## src/rtl/pipe_share_arb.sv

```systemverilog
// Round-robin scheduler sharing one fixed-latency delay-line datapath among NREQ requesters.
// A tag pipeline follows each issued word so that its result returns to the requester that owns it.
module pipe_share_arb #(
  parameter int NREQ    = 4,
  parameter int WIDTH   = 8,
  parameter int LATENCY = 4,
  parameter int CNTW    = 3
) (
  input  logic                  clk,
  input  logic                  rst,
  input  logic [NREQ-1:0]       req,
  input  logic [NREQ*WIDTH-1:0] req_data,
  input  logic                  pause,
  input  logic                  flush,
  output logic [NREQ-1:0]       gnt,
  output logic [WIDTH-1:0]      pipe_in,
  output logic                  pipe_in_valid,
  input  logic [WIDTH-1:0]      pipe_out,
  output logic [NREQ-1:0]       rsp_valid,
  output logic [WIDTH-1:0]      rsp_data,
  output logic [CNTW-1:0]       inflight,
  output logic                  busy
);

  localparam int PW = (NREQ > 1) ? $clog2(NREQ) : 1;

  logic [PW-1:0]                ptr_q, ptr_d;
  logic [WIDTH-1:0]             pipe_in_q, pipe_in_d;
  logic                         pipe_in_valid_q, pipe_in_valid_d;
  logic [LATENCY:0]             tag_v_q, tag_v_d;
  logic [LATENCY:0][NREQ-1:0]   tag_id_q, tag_id_d;
  logic [CNTW-1:0]              inflight_q, inflight_d;

  logic [NREQ-1:0]              gnt_s;
  logic [PW-1:0]                gnt_idx_s;
  logic                         gnt_any_s;
  logic                         rsp_fire_s;

  // Round-robin search starting just above the last granted index.
  always_comb begin
    int idx;
    gnt_s     = '0;
    gnt_idx_s = ptr_q;
    gnt_any_s = 1'b0;
    idx       = 0;
    if (!rst && !flush && !pause) begin
      for (int i = 1; i <= NREQ; i++) begin
        idx = (int'(ptr_q) + i) % NREQ;
        if (!gnt_any_s && req[idx]) begin
          gnt_any_s      = 1'b1;
          gnt_s[idx]     = 1'b1;
          gnt_idx_s      = idx[PW-1:0];
        end else begin
          gnt_any_s      = gnt_any_s;
        end
      end
    end else begin
      gnt_any_s = 1'b0;
    end
  end

  // A tag reaching the last stage lines up with its word on pipe_out; flush or reset suppress it.
  assign rsp_fire_s = tag_v_q[LATENCY] & ~flush & ~rst;

  // Next-state logic for pointer, issue register, tag pipeline and in-flight count.
  always_comb begin
    ptr_d           = ptr_q;
    pipe_in_d       = '0;
    pipe_in_valid_d = 1'b0;
    if (gnt_any_s) begin
      ptr_d           = gnt_idx_s;
      pipe_in_d       = req_data[int'(gnt_idx_s)*WIDTH +: WIDTH];
      pipe_in_valid_d = 1'b1;
    end else begin
      ptr_d = ptr_q;
    end

    if (flush) begin
      tag_v_d  = '0;
      tag_id_d = '0;
    end else begin
      tag_v_d  = {tag_v_q[LATENCY-1:0], gnt_any_s};
      tag_id_d = {tag_id_q[LATENCY-1:0], gnt_s};
    end

    if (flush) begin
      inflight_d = '0;
    end else begin
      case ({gnt_any_s, rsp_fire_s})
        2'b10:   inflight_d = inflight_q + CNTW'(1);
        2'b01:   inflight_d = inflight_q - CNTW'(1);
        default: inflight_d = inflight_q;
      endcase
    end
  end

  // State registers with synchronous reset; pointer resets so requester 0 wins first.
  always_ff @(posedge clk) begin
    if (rst) begin
      ptr_q           <= PW'(NREQ - 1);
      pipe_in_q       <= '0;
      pipe_in_valid_q <= 1'b0;
      tag_v_q         <= '0;
      tag_id_q        <= '0;
      inflight_q      <= '0;
    end else begin
      ptr_q           <= ptr_d;
      pipe_in_q       <= pipe_in_d;
      pipe_in_valid_q <= pipe_in_valid_d;
      tag_v_q         <= tag_v_d;
      tag_id_q        <= tag_id_d;
      inflight_q      <= inflight_d;
    end
  end

  // Output mapping.
  always_comb begin
    if (rsp_fire_s) begin
      rsp_valid = tag_id_q[LATENCY];
    end else begin
      rsp_valid = '0;
    end
  end

  assign gnt           = gnt_s;
  assign pipe_in       = pipe_in_q;
  assign pipe_in_valid = pipe_in_valid_q;
  assign rsp_data      = pipe_out;
  assign inflight      = inflight_q;
  assign busy          = (inflight_q != '0);

endmodule

```

## config.mk

```make
export PLATFORM = sky130hd
export DESIGN_NAME = pipe_share_arb
export DESIGN_NICKNAME = d
export VERILOG_FILES = /design/src/rtl/pipe_share_arb.sv
export SDC_FILE = /design/constraint.sdc
export NUM_CORES = 1
export LEC_CHECK = 0
export CORE_AREA = 3 3 74 83
export CTS_CLUSTER_DIAMETER = 100
export DETAILED_ROUTE_END_ITERATION = 7
export DIE_AREA = 0 0 77 86
export GPL_TIMING_DRIVEN = 0
export PLACE_DENSITY = 0.77
export RECOVER_POWER = 100
export SLEW_MARGIN = 20
export SYNTH_ARGS = -nofsm -noshare
export SYNTH_HDL_FRONTEND = slang
export SYNTH_SLANG_ARGS = --single-unit
```

## constraint.sdc

```tcl
create_clock -name clk -period 4.8 [get_ports clk]
set_input_delay 0.96 -clock clk [delete_from_list [all_inputs] [get_ports clk]]
set_output_delay 0.96 -clock clk [all_outputs]
set_load 0.01 [all_outputs]
```

* Word-level counts from Yosys, hierarchy flattened
Index checks and enable logic that the tools add are counted.
** Word-level totals
- Output and inout bits :: 29
- Register bits :: 39
- Input port bits :: 48
** Operators by class
- $lt $le $gt $ge :: 8
- $add $sub $neg :: 6
- Shifts and indexed selects :: 1
- Mux-type cells :: 44
- Eq/ne operators :: 2
- Bitwise operators :: 12
- Reductions and logical operators :: 23
** Operators with widths (number)
- $mux 4 :: 9
- $shiftx 32x6->8 :: 1
- $mux 1 :: 21
- $lt 3x4->1 const B :: 4
- $ge 3x1->1 const B :: 4
- $or 4x4->4 :: 3
- $reduce_or 2->1 :: 6
- $mux 2 :: 5
- $logic_and 1x1->1 :: 9
- $bmux 1 s2 :: 4
- $demux 1 s2 :: 4
- $logic_not 1->1 :: 6
- $pmux 3 s2 :: 1
- $add 2x1->2 const B :: 2
- $add 2x2->2 const B :: 2
- $and 1x1->1 const A :: 4
- $add 3x1->3 const B :: 1
- $not 1->1 :: 3
- $reduce_bool 3->1 :: 1
- $sub 3x1->3 const B :: 1
- $and 1x1->1 :: 2
- $eq 2x1->1 const B :: 1
- $eq 2x2->1 const B :: 1
- $reduce_bool 2->1 :: 1

* Logic depth before layout (Yosys ltp)
Gate-level depths: netlist of run 1.
- Depth after elaboration :: 22
- Mapped depth :: 13
- Mapped depth without buffers :: 9

* Least setup slack after synthesis of run 1
OpenSTA, ideal clock, no wires.
- Path type :: reg2out
- Start :: reg ptr_q[0]
- End :: out gnt[0]
- Path slack :: 0.614 ns
- Arrival :: 3.226 ns
- Path buffers :: 5
- Data required time :: 3.840 ns
- Stages on the path, launching flop included :: 14
- Cell sequence :: dfxtp_1 buf_6 clkbuf_1 inv_1 clkbuf_1 ha_1 clkbuf_1 mux4_2 nor2b_2 clkbuf_1 a22oi_1 nor2_1 a221oi_1 nor2_1
** On the way
- Word-level cells in the longest chain between the ends :: 18
** RTL lines
- start: declaration :: line 27 : logic [PW-1:0] ptr_q, ptr_d;
- start signal: assignment :: line 100 : ptr_q <= PW'(NREQ - 1);
- start signal: assignment :: line 107 : ptr_q <= ptr_d;
- $add 2x1->2 :: line 48 : idx = (int'(ptr_q) + i) % NREQ;
- $reduce_or 2->1 (no line) / $bmux 1 s2 (equally long branches)
- $and 1x1->1 (no line) / $mux 1 (equally long branches)
- $lt 3x4->1 (implied by the code) (tied with other cells) :: line 51 : gnt_s[idx] = 1'b1;
- $logic_and 1x1->1 (implied by the code) / $mux 1 (equally long branches) :: line 51, 49
- $mux 1, on equally long branches :: line 51, 46
- $demux 1 s2 / $logic_not 1->1 (equally long branches) :: line 51, 49
- $mux 4 / $logic_and 1x1->1 (equally long branches) :: line 49 : if (!gnt_any_s && req[idx]) begin
- (+2 left out)
- $mux 4 / $logic_not 1->1 (equally long branches) :: line 49
- $mux 4 / $logic_and 1x1->1 (equally long branches) :: line 46, 49
- $or 4x4->4 (no line) / $mux 1 (equally long branches)
- $mux 4 / $mux 1 (equally long branches) :: line 49, 46
- $mux 4 / $logic_not 1->1 (equally long branches) :: line 46, 49
- $or 4x4->4 (no line) / $logic_and 1x1->1 (equally long branches)
- $mux 4 (*) :: line 49
- $mux 4 (*) :: line 46 : if (!rst && !flush && !pause) begin
- end: declaration :: line 15 : output logic [NREQ-1:0] gnt,
Mark *: on every way between the ends. The rest lies on a longest branch, timed or not. The select of a mux whose other input is x is not followed.

* Worst setup path in the final report of run 1
- Start :: reg ptr_q[0]
- End :: out gnt[1]
The elaborated chain is that of the path after synthesis.

==> flow_summary.ini, run 1 <==
[drt]
drtPass1Iterations = 4
avgRoutedWirePerCell_microns = 14.1
wirelength_microns = 5930
route.met3.wl_microns = 341
drtIter0Drc = 94
route.detailed.drc = 0
viasPerCell = 5.31
vias = 2231
wl_met1_microns = 2470
ant_nets = 0
top_layer = met4
met2_length_microns = 2960

[sta]
tightestPinTransition_ps = 1300
timing.hold.ws_ps = 425
setup_viol = 0
fmax_mhz = 216
slew_headroom = 0.130
fin_worst_skew_ps = 7.22
fin_crit_ps = 4630
final_max_slew_viol_count = 0
final-hold-violation-count = 0
fin_crit_sh = 0.965

[power]
powerDensity_mw_per_mm2 = 245
pwr-share-clk = 0.331
pwr-share-comb = 0.257
fin_total_pwr_uw = 808
p_int_uw = 591
leakagePower_nw = 1.45
swShare = 0.269
pwr-share-seq = 0.412
switching_power_uw = 217
ir_worst_vdd_v = 0.000115

[final_layout]
syn_to_final_growth_pct = 37.6
nNetsFinal = 402
fin_cells = 420
antenna_cells = 0
drive_above_1_share = 0.122
final_util = 0.616

[synthesis]
synth_cells = 271
synth_fa_ha_area_frac = 0.0553
ys_types = 42
syn_area_sq_mm = 0.00240
ys_seq_elements = 39
synth_edf_count = 0
avgSynthCellArea_sq_um = 8.85
syn-num-nets = 329
synth_top_family_by_area = simple AND/OR/NAND/NOR gates
synth_xor_area_frac = 0.0224
yosys.area_share.simple = 0.256
synth_compound_area_frac = 0.186
ys_warn_count = 0
synth-async-reset-ratio = 0
ys.flop_type = dfxtp_1
seq_area_frac_synth = 0.326
yosys-mux-area-fraction = 0.0767

[place]
gp_congestion = 0.839
place_hpwl_microns = 4380
dp.cells = 413
numPortBuffers = 67

[global_route]
grt_max_degree = 14
grt_first_pass_wirelength_microns = 9750
grt_pass1_vias = 2136
grtUsageTotal = 0.181
grt_overflow = 0
antenna_found_initial = 0

[critical_path]
crit_arrival_ps = 3670
crit_type = reg2out
end_kind = output port
start_kind = register
cp_data_required_time_ps = 3840
path_max_fanout = 11

[clock_network]
insertion_delay_ps = 300
htreeDepth = 2
clk_pin_slew_worst_paths_ps = 80
clock-root-buffer = clkbuf_8
tritoncts = done
cts_buffers = 5
cts_sinks = 39
cts.path.max_buffers = 2

[die]
die-area_sq_mm = 0.00662
die_w_microns = 77
initial_core_util = 0.447
die_h_microns = 86
rows = 28
io_pins = 77
coreArea_sq_mm = 0.00536

[hold_path]
hold_class = reg2reg

[run]
maxCapViolations = 0

[status]
status = complete, no violations
-- per-layer routing --
layer,vias up,GRT usage
met4,0,0.0955
met5,-,0
met2,85,0.322
met3,11,0.0242
met1,1027,0.213
li1,1108,-
-- synth_stat cells (all sizes together), types with 9 or more instances --
library cell,count,area (sq um)
dfxtp,39,781
clkbuf,18,67.6
nand2,25,93.8
o21ai,17,85.1
and3,20,125
ha,9,113
buf,11,93.8
and2,21,131
mux2i,9,90.1
nor2,16,60.1
-- cell families after synthesis --
logic type	count (synthesis)
multiplexers	14
adder cells (fa/ha/maj)	10
buffers and inverters	36
XOR/XNOR	4
flip-flops	39
AND/OR/NAND/NOR	106
AO/OA/AOI/OAI	62
-- sequential cells by signal, summed over array words and instances, names as in the netlist --
| name | flops |
|---|---|
| tag_id_q | 20 |
| inflight | 3 |
| pipe_in_valid | 1 |
| tag_v_q | 5 |
| ptr_q | 2 |
| pipe_in | 8 |
-- final timing paths --
| path | end | from | slack (ps) | cells past startpoint |
|---|---|---|---|---|
| min | tag_v_q[4] | tag_v_q[3] | 430 | 1 |
| max | gnt[1] | ptr_q[0] | 170 | 12 |
| max reg2reg | pipe_in[7] | ptr_q[0] | 1110 | 10 |
| min reg2reg | tag_v_q[4] | tag_v_q[3] | 430 | 1 |
-- power groups by stage --
stage                     Sequential [mW]  Combinational [mW]  Clock (mW)
after floorplan                     0.342               0.123           0
after global placement              0.340               0.201           0
after detailed placement            0.341               0.206           0
after CTS                           0.333               0.209       0.276
after global routing                0.334               0.226       0.289
final                               0.333               0.208       0.267
-- placed cells by master, fill, tap and decap left out, drive strengths merged, types with 9 or more instances in the layout --
cell / instances
clkdlybuf4s50: 41
o21ai: 17
clkbuf: 20
dlygate4sd3: 26
and2: 21
ha: 9
and3: 20
buf: 12
nand2: 25
dfxtp: 39
mux2i: 9
nor2: 16
-- timing repair --
item	CTS	global route
setup buffers	1	0
pin swaps	0	0
setup endpoints to repair	4	4
hold buffers	0	0
cloned	1	0
gates resized for setup	6	9
-- critical path: stages, from the launching register on --
cell and delay, ps:
dfxtp_2 410, buf_6 170, clkbuf_4 230, clkinvlp_4 130
ha_2 410, mux4_2 530, nor2b_2 180, clkbuf_2 200
a22oi_1 170, nor2_1 70, a221oi_2 250, nor2_1 100
clkdlybuf4s50_1 500
-- metrics by stage --
step                      setup TNS (ps)  cell area (sq um)  setup slack [ps]
after floorplan                        0               2400               614
after global placement             -2140               3160              -546
after detailed placement           -2520               3160              -643
after CTS                              0               3290              34.7
after global routing               -11.1               3300             -11.1
final                                  0               3300               166
-- area by class of cell --
cell class,instances,area (sq um)
plain buffers,26,158
flip-flops and latches,39,782
multi-input cells,196,1440
well taps,75,93.8
fillers,496,2060
clock buffers,5,68.8
repair inverters,1,5.00
inverters,7,30.0
repair buffers,68,678
clock inverters,3,43.8
Note: power is estimated with default switching activity, not from simulation.
==> run 2, diff against run 1 <==
--- a/config.mk
+++ b/config.mk
@@ -10,6 +10,7 @@
 export DETAILED_ROUTE_END_ITERATION = 7
 export DIE_AREA = 0 0 77 86
 export GPL_TIMING_DRIVEN = 0
+export MAX_ROUTING_LAYER = met4
 export PLACE_DENSITY = 0.77
 export RECOVER_POWER = 100
 export SLEW_MARGIN = 20
==> flow_summary.ini, run 2 (synthesis gave the netlist of run 1 again) <==
[final_layout]
antenna_cells = 0
fillers = 496
syn_to_final_growth_pct = 37.6
drive_above_1_share = 0.122
fin_cells = 420
nNetsFinal = 402
finalInstanceArea_sq_mm = 0.00330
final_cell_mix = clkdlybuf4s50_1, dfxtp_1, dlygate4sd3_1
layout_commonest_cell = clkdlybuf4s50_1
largest_register_ffs = 20
regMostFlops = tag_id_q

[status]
status = complete, no violations

[clock_network]
htreeDepth = 2
clk_pin_slew_worst_paths_ps = 80
cts_buffers = 5
cts_sinks = 39
clock-root-buffer = clkbuf_8
tritoncts = done
insertion_delay_ps = 290
cts.path.max_buffers = 2

[hold_path]
whs_path_depth = 1
whs_endpoint = tag_v_q[4]
hold_class = reg2reg
min_from = tag_v_q[3]

[die]
die-area_sq_mm = 0.00662
die_w_microns = 77
rows = 28
initial_core_util = 0.447
io_pins = 77
die_h_microns = 86
coreArea_sq_mm = 0.00536

[sta]
slew_headroom = 0.164
final_max_slew_viol_count = 0
tightestPinTransition_ps = 1250
timing.hold.ws_ps = 425
fmax_mhz = 215
fin_tns_setup_ps = 0
setup_viol = 0
fin_crit_sh = 0.967
final-hold-violation-count = 0
fin_worst_skew_ps = 7.03
fin_crit_ps = 4640

[drt]
ant_nets = 0
drtIter0Drc = 100
route.detailed.drc = 0
viasPerCell = 5.31
avgRoutedWirePerCell_microns = 14.1
drtPass1Iterations = 4
vias = 2229
wirelength_microns = 5920

[place]
place_hpwl_microns = 4380
dp.cells = 413
numPortBuffers = 67
gp_congestion = 0.852
place_area_sq_mm = 0.00316

[critical_path]
rrSetupSlack_ps = 1150
crit_slowest_cell = mux4_2
cp_cell_sequence = buf_6 -> clkbuf_4 -> clkinvlp_4 -> ha_2 -> mux4_2 -> nor2b_2 -> clkbuf_2 -> a22oi_1 -> nor2_1 -> a221oi_2 -> nor2_1 -> clkdlybuf4s50_1
path_common_cell = nor2_1
crit_type = reg2out
cp_data_required_time_ps = 3840
r2r_cells = 10
start_kind = register
path_delay_family = buffers and inverters
crit_buf_inv = 5
crit_arrival_ps = 3680
r2r-start = ptr_q[0]
path_max_fanout = 11
rr_endpoint = pipe_in[7]
end_kind = output port
slowest_delay_ps = 530

[power]
ir_worst_vdd_v = 0.000115
fin_total_pwr_uw = 807
leakagePower_nw = 1.45
powerDensity_mw_per_mm2 = 245

[global_route]
grt_overflow = 0
grt_pass1_vias = 2128
grt_first_pass_wirelength_microns = 9770
grtUsageTotal = 0.187
antenna_found_initial = 0
grt_max_degree = 14

[run]
maxCapViolations = 0
## run 2: cell counts in the layout (fill, tap and decap cells not counted)
No cell type changed its count.
## run 2: worst max path at each step
stage	end	start	cells after the start	slack, ps
floorplan	gnt[0]	ptr_q[0]	13	610
global placement	gnt[2]	ptr_q[0]	14	-550
detailed placement	gnt[2]	ptr_q[0]	14	-640
CTS	gnt[2]	req[0]	10	30
global route	gnt[1]	ptr_q[0]	12	-10
finish	gnt[1]	ptr_q[0]	12	160
## run 2: metal layers
metal | global-route usage | routed length (microns) | vias to the layer above
met1 | 0.214 | 2540 | 1038
met2 | 0.323 | 2940 | 74
met4 | 0.0955 | 153 | 0
li1 | - | - | 1106
met3 | 0.0242 | 291 | 11
met5 | - | 0 | -
## run 2: power breakdown
| part | switching [mW] | leakage (nW) | internal (mW) |
|---|---|---|---|
| sequential | 0.00310 | 0.315 | 0.330 |
| clock | 0.112 | 0.0581 | 0.155 |
| combinational | 0.102 | 1.08 | 0.106 |
| total | 0.216 | 1.45 | 0.591 |
## run 2: worst register-to-register path: stages (launching register included)
cell and delay [ps]:
dfxtp_2 410, buf_6 170, clkbuf_4 240, clkinvlp_4 140
ha_2 350, mux4_2 370, nor2b_2 170, o21ai_0 110
xnor2_1 1020, mux2i_1 280, a211oi_1 300
## run 2: layout make-up
type | instances | area, sq um | share of cell area
inverter | 7 | 30.0 | 0.00910
multi-input combinational | 196 | 1440 | 0.436
sequential | 39 | 782 | 0.237
clock buffer | 5 | 68.8 | 0.0209
tap | 75 | 93.8 | 0.0284
clock inverter | 3 | 43.8 | 0.0133
buffer | 26 | 158 | 0.0478
timing repair buffer | 68 | 678 | 0.206
timing repair inverter | 1 | 5.00 | 0.00152
## run 2: timing repair
action                                 CTS  global route
pin swaps                                0             0
cloned                                   1             0
setup endpoints to repair                4             4
endpoints found under the hold margin    0             0
hold buffers                             0             0
setup buffers                            1             0
resized for setup                        6             9
## run 2: through the flow
step | utilization | worst slack [ps]
2_1_floorplan | - | 614
3_3_place_gp | 0.590 | -546
3_5_place_dp | 0.590 | -643
4_1_cts | 0.614 | 34.7
5_1_grt | 0.616 | -11.1
6_report | 0.616 | 158
==> run 3, diff against run 2 <==
--- a/config.mk
+++ b/config.mk
@@ -5,6 +5,7 @@
 export SDC_FILE = /design/constraint.sdc
 export NUM_CORES = 1
 export LEC_CHECK = 0
+export CAP_MARGIN = 40
 export CORE_AREA = 3 3 74 83
 export CTS_CLUSTER_DIAMETER = 100
 export DETAILED_ROUTE_END_ITERATION = 7
==> flow_summary.ini, run 3 (synthesis gave the netlist of run 1 again) <==
[status]
status = complete, no violations

[global_route]
grt_pass1_vias = 2114
grt_first_pass_wirelength_microns = 9830
antenna_found_initial = 0
grt_max_degree = 15
grtUsageTotal = 0.187
grt_overflow = 0

[clock_network]
cts.path.max_buffers = 2
cts_sinks = 39
insertion_delay_ps = 300
tritoncts = done
clk_pin_slew_worst_paths_ps = 70
cts_buffers = 5
htreeDepth = 2
clock-root-buffer = clkbuf_8

[final_layout]
fillers = 495
nNetsFinal = 403
final-seq-area_sq_um = 785
largest_register_ffs = 20
antenna_cells = 0
multi_input_area_sq_mm = 0.00144
finalInstanceArea_sq_mm = 0.00329
fin_cells = 421
syn_to_final_growth_pct = 37.0
regMostFlops = tag_id_q
layout_commonest_cell = clkdlybuf4s50_1
final_cell_mix = clkdlybuf4s50_1, dfxtp_1, dlygate4sd3_1
drive_above_1_share = 0.124

[drt]
wirelength_microns = 5850
drtIter0Drc = 71
viasPerCell = 5.38
vias = 2264
route.detailed.drc = 0
ant_nets = 0
avgRoutedWirePerCell_microns = 13.9
drtPass1Iterations = 4

[place]
place_area_sq_mm = 0.00317
numPortBuffers = 67
dp.cells = 414
gp_congestion = 0.852
place_hpwl_microns = 4420

[sta]
final_max_slew_viol_count = 0
tightestPinTransition_ps = 1230
fin_crit_ps = 4570
rsz0062_at_grt = no
final-hold-violation-count = 0
fmax_mhz = 219
fin_worst_skew_ps = 7.30
setup_viol = 0
slew_headroom = 0.174
fin_crit_sh = 0.953

[die]
die-area_sq_mm = 0.00662
die_h_microns = 86
die_w_microns = 77
rows = 28
io_pins = 77
coreArea_sq_mm = 0.00536
initial_core_util = 0.447

[critical_path]
cp_data_required_time_ps = 3840
cp.depth = 10
slowest_delay_ps = 650
crit_slowest_cell = mux4_1
cp_cell_sequence = clkdlybuf4s50_1 -> clkbuf_1 -> mux4_1 -> nor2b_2 -> clkbuf_2 -> a22oi_1 -> nor2_1 -> a221oi_2 -> nor2_1 -> clkdlybuf4s50_1
crit_arrival_ps = 3610
crit_type = in2out
start_kind = input port
r2r_cells = 10
end_kind = output port
crit_buf_inv = 4
path_delay_family = buffers and inverters
path_max_fanout = 10

[hold_path]
whs_path_depth = 1
hold_class = reg2reg

[run]
maxCapViolations = 0

[power]
powerDensity_mw_per_mm2 = 232
leakagePower_nw = 1.44
ir_worst_vdd_v = 0.000111
run 3: changes by cell type in the layout (fill, tap and decap cells not counted), sizes merged:
cell,previous run,this run
buf,12,13
bufinv,1,0
clkinv,2,0
clkinvlp,2,4
inv,6,7
run 3: area by class of cell:
cell class | instances | area share
inverters | 7 | 0.00914
well taps | 75 | 0.0285
clock inverters | 3 | 0.00723
flip-flops and latches | 39 | 0.239
repair buffers | 69 | 0.208
multi-input cells | 196 | 0.438
clock buffers | 5 | 0.0209
plain buffers | 26 | 0.0480
repair inverters | 1 | 0.00152
run 3: repair_timing:
action | in CTS | in global routing
endpoints found under the setup margin | 4 | 4
hold buffers | 0 | 0
buffers inserted | 1 | 0
resized for setup | 6 | 10
gates cloned | 1 | 0
run 3: report_power, final:
part / internal [mW] / switching [mW] / total [mW]
Sequential: 0.330 / 0.00304 / 0.333
Clock: 0.104 / 0.118 / 0.222
Combinational: 0.106 / 0.101 / 0.208
run 3: metrics by stage:
stage	util	hold slack (ps)	setup WS, ps	total power, mW	TNS (ps)
CTS	0.612	432	29.9	0.773	0
finish	0.613	429	228	0.762	0
floorplan	-	406	614	0.465	0
detailed placement	0.591	412	-594	0.546	-2300
global placement	0.590	406	-546	0.542	-2140
global route	0.613	446	26.8	0.803	0
run 3: layer usage:
layer,part of all wire,global-route usage,up-vias
met5,0,-,-
met2,0.50,0.319,78
met1,0.42,0.219,1068
li1,-,-,1106
met4,0.025,0.0890,0
met3,0.050,0.0242,12
run 3: final timing paths:
| path | slack (ps) | endpoint | from |
|---|---|---|---|
| setup / recovery | 230 | gnt[1] | req[0] |
| setup reg to reg | 1240 | pipe_in[7] | ptr_q[0] |
| hold reg to reg | 430 | tag_id_q[19] | tag_id_q[15] |
| hold / removal | 430 | tag_id_q[19] | tag_id_q[15] |
